### config.mk
export PLATFORM = sky130hd
export DESIGN_NAME = muldiv_unit_flat
export DESIGN_NICKNAME = d
export VERILOG_FILES = /design/src/rtl/muldiv_unit_pkg.sv /design/src/rtl/muldiv_unit_if.sv /design/src/rtl/muldiv_unit_step.sv /design/src/rtl/muldiv_unit.sv /design/src/flat_wrapper.sv
export SDC_FILE = /design/constraint.sdc
export NUM_CORES = 1
export LEC_CHECK = 0
export BUFFER_PORTS_ARGS = -buffer_cell sky130_fd_sc_hd__buf_2
export CORE_MARGIN = 2
export CORE_UTILIZATION = 53
export DETAILED_ROUTE_END_ITERATION = 6
export PLACE_DENSITY = 0.84
export SYNTH_ARGS = -nofsm -noshare
export SYNTH_HDL_FRONTEND = slang
export SYNTH_SLANG_ARGS = --single-unit
### constraint.sdc
create_clock -name clk -period 6.5 [get_ports clk]
set_input_delay 1.3 -clock clk [delete_from_list [all_inputs] [get_ports clk]]
set_output_delay 1.3 -clock clk [all_outputs]
set_load 0.01 [all_outputs]
### src/rtl/muldiv_unit_pkg.sv
// Shared constants for the ALU, the controller and the multi-cycle mul/div unit.
// Holds the ALU op encoding, the default operand width and the mul/div FSM states.
package muldiv_unit_pkg;

    localparam int WIDTH = 32;
    localparam int CNT_W = $clog2(WIDTH);

    localparam logic [3:0] OP_ADD = 4'd0;
    localparam logic [3:0] OP_SUB = 4'd1;
    localparam logic [3:0] OP_MUL = 4'd2;
    localparam logic [3:0] OP_DIV = 4'd3;
    localparam logic [3:0] OP_AND = 4'd4;
    localparam logic [3:0] OP_OR  = 4'd5;
    localparam logic [3:0] OP_XOR = 4'd6;

    typedef enum logic [1:0] {
        ST_IDLE,
        ST_MUL,
        ST_DIV,
        ST_FIN
    } md_state_e;

endpackage

### src/rtl/muldiv_unit_if.sv
// Request/result bundle between the controller (master) and muldiv_unit (slave).
// master drives start/op/a/b; slave returns busy/done/hi/lo/div_by_zero.
interface muldiv_unit_if #(
    parameter int WIDTH = 32
);
    logic             start;
    logic [3:0]       op;
    logic [WIDTH-1:0] a;
    logic [WIDTH-1:0] b;
    logic             busy;
    logic             done;
    logic [WIDTH-1:0] hi;
    logic [WIDTH-1:0] lo;
    logic             div_by_zero;

    modport master (
        output start, op, a, b,
        input  busy, done, hi, lo, div_by_zero
    );

    modport slave (
        input  start, op, a, b,
        output busy, done, hi, lo, div_by_zero
    );
endinterface

### src/rtl/muldiv_unit_step.sv
// One combinational iteration of shift-add multiply or restoring divide.
// Ports: div_i selects divide, acc_i/acc_o = {hi-part, lo-part}, opnd_i = a (mul) or b (div).
module muldiv_step
    import muldiv_unit_pkg::*;
#(
    parameter int W = WIDTH
) (
    input  logic           div_i,
    input  logic [2*W-1:0] acc_i,
    input  logic [W-1:0]   opnd_i,
    output logic [2*W-1:0] acc_o
);
    logic [W:0]   sum;
    logic [W:0]   rem_sh;
    logic [W-1:0] diff;
    logic         borrow;

    always_comb begin
        // mul: conditionally add multiplicand into upper half, then shift right
        sum    = {1'b0, acc_i[2*W-1:W]} + (acc_i[0] ? {1'b0, opnd_i} : '0);
        // div: remainder after shifting in the next dividend bit (W+1 bits)
        rem_sh = acc_i[2*W-1:W-1];
        borrow = rem_sh < {1'b0, opnd_i};
        // true difference always fits W bits when there is no borrow
        diff   = rem_sh[W-1:0] - opnd_i;
        if (!div_i) begin
            acc_o = {sum, acc_i[W-1:1]};
        end else if (!borrow) begin
            acc_o = {diff, acc_i[W-2:0], 1'b1};
        end else begin
            acc_o = {rem_sh[W-1:0], acc_i[W-2:0], 1'b0};
        end
    end
endmodule

### src/rtl/muldiv_unit.sv
// Multi-cycle unsigned multiply/divide: 32 iterations, results to HI/LO.
// Ports: clk, rst (async active-high), bus (muldiv_unit_if.slave).
module muldiv_unit
    import muldiv_unit_pkg::*;
(
    input  logic         clk,
    input  logic         rst,
    muldiv_unit_if.slave bus
);
    md_state_e        state_q, state_d;
    logic [CNT_W-1:0] cnt_q, cnt_d;
    logic [2*WIDTH-1:0] acc_q, acc_d, step_acc;
    logic [WIDTH-1:0] opnd_q, opnd_d;
    logic [WIDTH-1:0] hi_q, hi_d;
    logic [WIDTH-1:0] lo_q, lo_d;
    logic             dz_q, dz_d;
    logic             is_mul;
    logic             accept;

    muldiv_step #(.W(WIDTH)) u_step (
        .div_i  (state_q == ST_DIV),
        .acc_i  (acc_q),
        .opnd_i (opnd_q),
        .acc_o  (step_acc)
    );

    assign is_mul = bus.op == OP_MUL;
    assign accept = bus.start && (is_mul || bus.op == OP_DIV);

    always_comb begin
        state_d = state_q;
        cnt_d   = cnt_q;
        acc_d   = acc_q;
        opnd_d  = opnd_q;
        hi_d    = hi_q;
        lo_d    = lo_q;
        dz_d    = dz_q;
        unique case (state_q)
            ST_IDLE: begin
                if (accept) begin
                    state_d = is_mul ? ST_MUL : ST_DIV;
                    cnt_d   = '0;
                    dz_d    = 1'b0;
                    // mul: acc low = multiplier; div: acc low = dividend
                    opnd_d  = is_mul ? bus.a : bus.b;
                    acc_d   = {{WIDTH{1'b0}}, is_mul ? bus.b : bus.a};
                end
            end
            ST_MUL, ST_DIV: begin
                acc_d = step_acc;
                cnt_d = cnt_q + 1'b1;
                if (cnt_q == CNT_W'(WIDTH - 1)) begin
                    state_d = ST_FIN;
                    hi_d    = step_acc[2*WIDTH-1:WIDTH];
                    lo_d    = step_acc[WIDTH-1:0];
                    dz_d    = (state_q == ST_DIV) && (opnd_q == '0);
                end
            end
            ST_FIN: state_d = ST_IDLE;
            default: state_d = ST_IDLE;
        endcase
    end

    always_ff @(posedge clk or posedge rst) begin
        if (rst) begin
            state_q <= ST_IDLE;
            cnt_q   <= '0;
            acc_q   <= '0;
            opnd_q  <= '0;
            hi_q    <= '0;
            lo_q    <= '0;
            dz_q    <= 1'b0;
        end else begin
            state_q <= state_d;
            cnt_q   <= cnt_d;
            acc_q   <= acc_d;
            opnd_q  <= opnd_d;
            hi_q    <= hi_d;
            lo_q    <= lo_d;
            dz_q    <= dz_d;
        end
    end

    assign bus.busy        = (state_q == ST_MUL) || (state_q == ST_DIV);
    assign bus.done        = state_q == ST_FIN;
    assign bus.hi          = hi_q;
    assign bus.lo          = lo_q;
    assign bus.div_by_zero = dz_q;
endmodule
### src/flat_wrapper.sv
// flat-port wrapper written by rule: the top's interface ports become plain ports
module muldiv_unit_flat import muldiv_unit_pkg::*;
  (clk, rst, bus_start, bus_op, bus_a, bus_b, bus_busy, bus_done, bus_hi, bus_lo, bus_div_by_zero);
  muldiv_unit_if bus_i ();
  input  logic clk;
  input  logic rst;
  input wire logic [$bits(bus_i.start)-1:0] bus_start;
  input wire logic [$bits(bus_i.op)-1:0] bus_op;
  input wire logic [$bits(bus_i.a)-1:0] bus_a;
  input wire logic [$bits(bus_i.b)-1:0] bus_b;
  output wire logic [$bits(bus_i.busy)-1:0] bus_busy;
  output wire logic [$bits(bus_i.done)-1:0] bus_done;
  output wire logic [$bits(bus_i.hi)-1:0] bus_hi;
  output wire logic [$bits(bus_i.lo)-1:0] bus_lo;
  output wire logic [$bits(bus_i.div_by_zero)-1:0] bus_div_by_zero;
  assign bus_i.start = bus_start;
  assign bus_i.op = bus_op;
  assign bus_i.a = bus_a;
  assign bus_i.b = bus_b;
  assign bus_busy = bus_i.busy;
  assign bus_done = bus_i.done;
  assign bus_hi = bus_i.hi;
  assign bus_lo = bus_i.lo;
  assign bus_div_by_zero = bus_i.div_by_zero;
  muldiv_unit u_core (.clk(clk), .rst(rst), .bus(bus_i));
endmodule
==> flow_summary.ini <==
[grt]
busiest_layer = met2
use_met2 = 0.4573
grt_start_max_net_pins = 88
grt_usage = 0.2888
grtUsageMet3 = 0.03979
overflow = 0
antenna_found_initial = 0
grt_pass1_wl_um = 55160
grt_pass1_vias = 10470
grt_use_met1 = 0.4048

[hold_path]
hp-class = reg2reg
hp-start = u_core.bus.lo[2]$_DFFE_PP0P_

[drt]
ant_nets = 0
wl_per_cell_um = 19.48
routed_wl_um = 34320
vias = 10960
drc_errors = 0
vias_per_cell = 6.220
first_iter_violations = 840
drt_pass1_iterations = 5

[synth]
synth-edff-count = 0
synth_compound_area_frac = 0.2239
syn_area_per_cell_um2 = 8.741
ys_types = 85
yosys_register_bits = 168
synth_simple_gate_area_frac = 0.1651
mappedNetlistArea_mm2 = 0.01202
synth_xor_area_frac = 0.03425
synthArstFlopShare = 1.000
synthAdderAreaFrac = 0.07620
synth-main-ff-cell = dfrtp_1
ys_top_cells_by_area = dfrtp_1 (35%), mux2i_1 (7.8%), ha_1 (7.3%)
ys_warn_count = 0
yosysSeqAreaShare = 0.3498
syn_inst = 1375
synth_top_area_cell = dfrtp_1
yosys-mux-area-fraction = 0.1045
synth_top_family_by_area = compound AO/OA/AOI/OAI gates
synth.top_cell.area_share = 0.3498
synth_nets = 1518

[clock_network]
postCtsSetupBuffers = 0
cts.sinks = 168
cts_tree = done
cts_hold_buf = 0
cts.path.max_buffers = 2
clk_pin_slew_ns = 0.08
clock_latency_ns = 0.44
htree_levels = 4
cts-buffers-inserted = 17
clockRootBuffer = clkbuf_16
postCtsResizedCells = 0

[timing]
rsz0062_at_grt = false
whs_ns = 0.4778
tns_ns = 0
hold_violations = 0
timing.fmax_mhz = 259.1
maxSlewViolCount = 0
worst_slew_pin_slew_ns = 1.146
final-setup-viol-count = 0
skew_ns = 0.01422
period_share = 0.5937
post-route-min-period_ns = 3.859
relSlewSlack = 0.2361

[finish]
fin_cells = 1762
final_common_cell = nand2_1
nets = 1607
multi_input_area_mm2 = 0.007302
area_delta_synth_final_pct = 11.67
regArea_mm2 = 0.004204
fill_cells = 1938
layout_common_cells = nand2_1 (207), dfrtp_1 (168), buf_2 (137), o21ai_0 (130), mux2i_1 (94)
drive_gt1_frac = 0.1672
diodes = 0

[pwr]
sw_frac_of_total = 0.5131
ir_worst_vdd_v = 0.0002897
power.density_mw_per_mm2 = 573.2
leakage_nw = 6.293
p_seq_frac = 0.223
p_switching_mw = 3.947
p_int_mw = 3.746
p_comb_frac = 0.643
p_clk_frac = 0.134

[floorplan]
dieArea_mm2 = 0.02390
die_w_um = 154.6
coreArea_mm2 = 0.02243
fp-row-count = 55
chipHeight_um = 154.6
io_pins = 138
start_util = 0.5358

[worst_setup_path]
cp-start-kind = register
crit_buf_inv = 1
crit_path_start = u_core.acc_q[0]$_DFFE_PP0P_
crit_slowest_cell = or4_4
cp.arrival_ns = 4.20
r2r_start = u_core.acc_q[0]$_DFFE_PP0P_
slowest_delay_ns = 0.52
path_cells = buf_4, and2_1, ha_1, fa_1, a211oi_2, o211ai_2, nand2_2, o221ai_2, or4_4, a31oi_4, o21ai_1, a211o_1, a32o_1
path_max_fanout = 24
critical_path_required_ns = 6.84
crit_family = compound AO/OA/AOI/OAI gates
worstSetupEndpointType = register
critPathKind = reg2reg

[job]
maxCapViolCount = 0

[placement]
dp_cells = 1730
gp_congestion = 0.9886
port_buffers = 137
hpwl_um = 25030

[status]
status = finished, final reports clean
## area by class of cell
type | count | area share
clock buffer | 18 | 0.03198
inverter | 55 | 0.01575
sequential | 168 | 0.3132
multi-input combinational | 1074 | 0.5440
tap | 285 | 0.02657
timing repair buffer | 148 | 0.05724
clock inverter | 14 | 0.01119
## stage by stage
stage	total power [mW]	utilization	cell area, um^2	worst slack, ns
floorplan	5.333	-	12020	0.6533
global placement	6.461	0.5724	12840	2.763
detailed placement	6.547	0.5724	12840	2.740
CTS	7.603	0.5983	13420	2.685
global route	8.271	0.5983	13420	2.490
finish	7.693	0.5983	13420	2.641
## tightest hold or removal path: stages (launching register included)
cell and delay, ns:
dfrtp_1 0.34, nand2_1 0.05, o21ai_0 0.06
## synth_stat cells, types with 4 or more instances
| master | number |
|---|---|
| ha_1 | 70 |
| a21oi_1 | 62 |
| nor3_1 | 14 |
| o21a_1 | 10 |
| o21ai_1 | 11 |
| a21o_1 | 20 |
| o21bai_1 | 6 |
| and2_1 | 42 |
| xnor2_1 | 30 |
| nor2b_1 | 11 |
| a211o_1 | 5 |
| and3_1 | 8 |
| o31ai_1 | 10 |
| nand2_1 | 209 |
| dfrtp_1 | 168 |
| buf_1 | 4 |
| nor4_1 | 9 |
| a211oi_1 | 14 |
| nand2b_1 | 11 |
| o21ai_0 | 130 |
| or2_2 | 5 |
| clkbuf_1 | 60 |
| nand3_1 | 22 |
| xor2_1 | 17 |
| a31oi_1 | 23 |
| buf_2 | 9 |
| o221ai_1 | 22 |
| a22o_1 | 22 |
| inv_1 | 55 |
| nand4_1 | 9 |
| a32o_1 | 4 |
| mux2_2 | 28 |
| o211ai_1 | 10 |
| a31o_2 | 4 |
| mux2i_1 | 94 |
| nor2_1 | 69 |
## cells by family (layout without fill, tap and decap cells)
logic type      Yosys count  in the layout
compound gates          404            404
xor+xnor                 47             47
fa+ha+maj                72             72
buf+inv                 133            235
flops                   168            168
mux                     122            122
simple gates            429            429
## registers in the layout (all words and copies together), names as in the netlist
register and count:
u_core.acc_q 64, u_core.bus.hi 32, u_core.bus.lo 32, u_core.opnd_q 32
u_core.cnt_q 5, u_core.state_q 2, u_core.bus.div_by_zero 1
## per-layer routing
layer | vias up | routed length (um)
li1 | 5145 | -
met1 | 5245 | 15220
met2 | 499 | 15670
met3 | 70 | 2500
met4 | 0 | 918
met5 | - | 0
## path summary, 6_finish.rpt
kind                                                      to  slack, ns  depth (start not counted)
worst min register to register  u_core.bus.lo[2]$_DFFE_PP0P_       0.48                          2
max in group asynchronous       u_core.acc_q[53]$_DFFE_PP0P_       4.45                          3
worst max register to register  u_core.acc_q[63]$_DFFE_PP0P_       2.64                         13
worst max-delay path            u_core.acc_q[63]$_DFFE_PP0P_       2.64                         13
worst min-delay path            u_core.bus.lo[2]$_DFFE_PP0P_       0.48                          2
min in group asynchronous        u_core.acc_q[7]$_DFFE_PP0P_       0.90                          2
## power groups by stage
stage          clock [mW]  sequential, mW  combinational (mW)
6_report             1.03            1.72                4.94
5_1_grt              1.09            1.74                5.44
4_1_cts              1.04            1.70                4.87
3_5_place_dp            0            1.71                4.84
3_3_place_gp            0            1.71                4.76
2_1_floorplan           0            1.56                3.77
No activity file was read; power rests on OpenSTA's default activity.
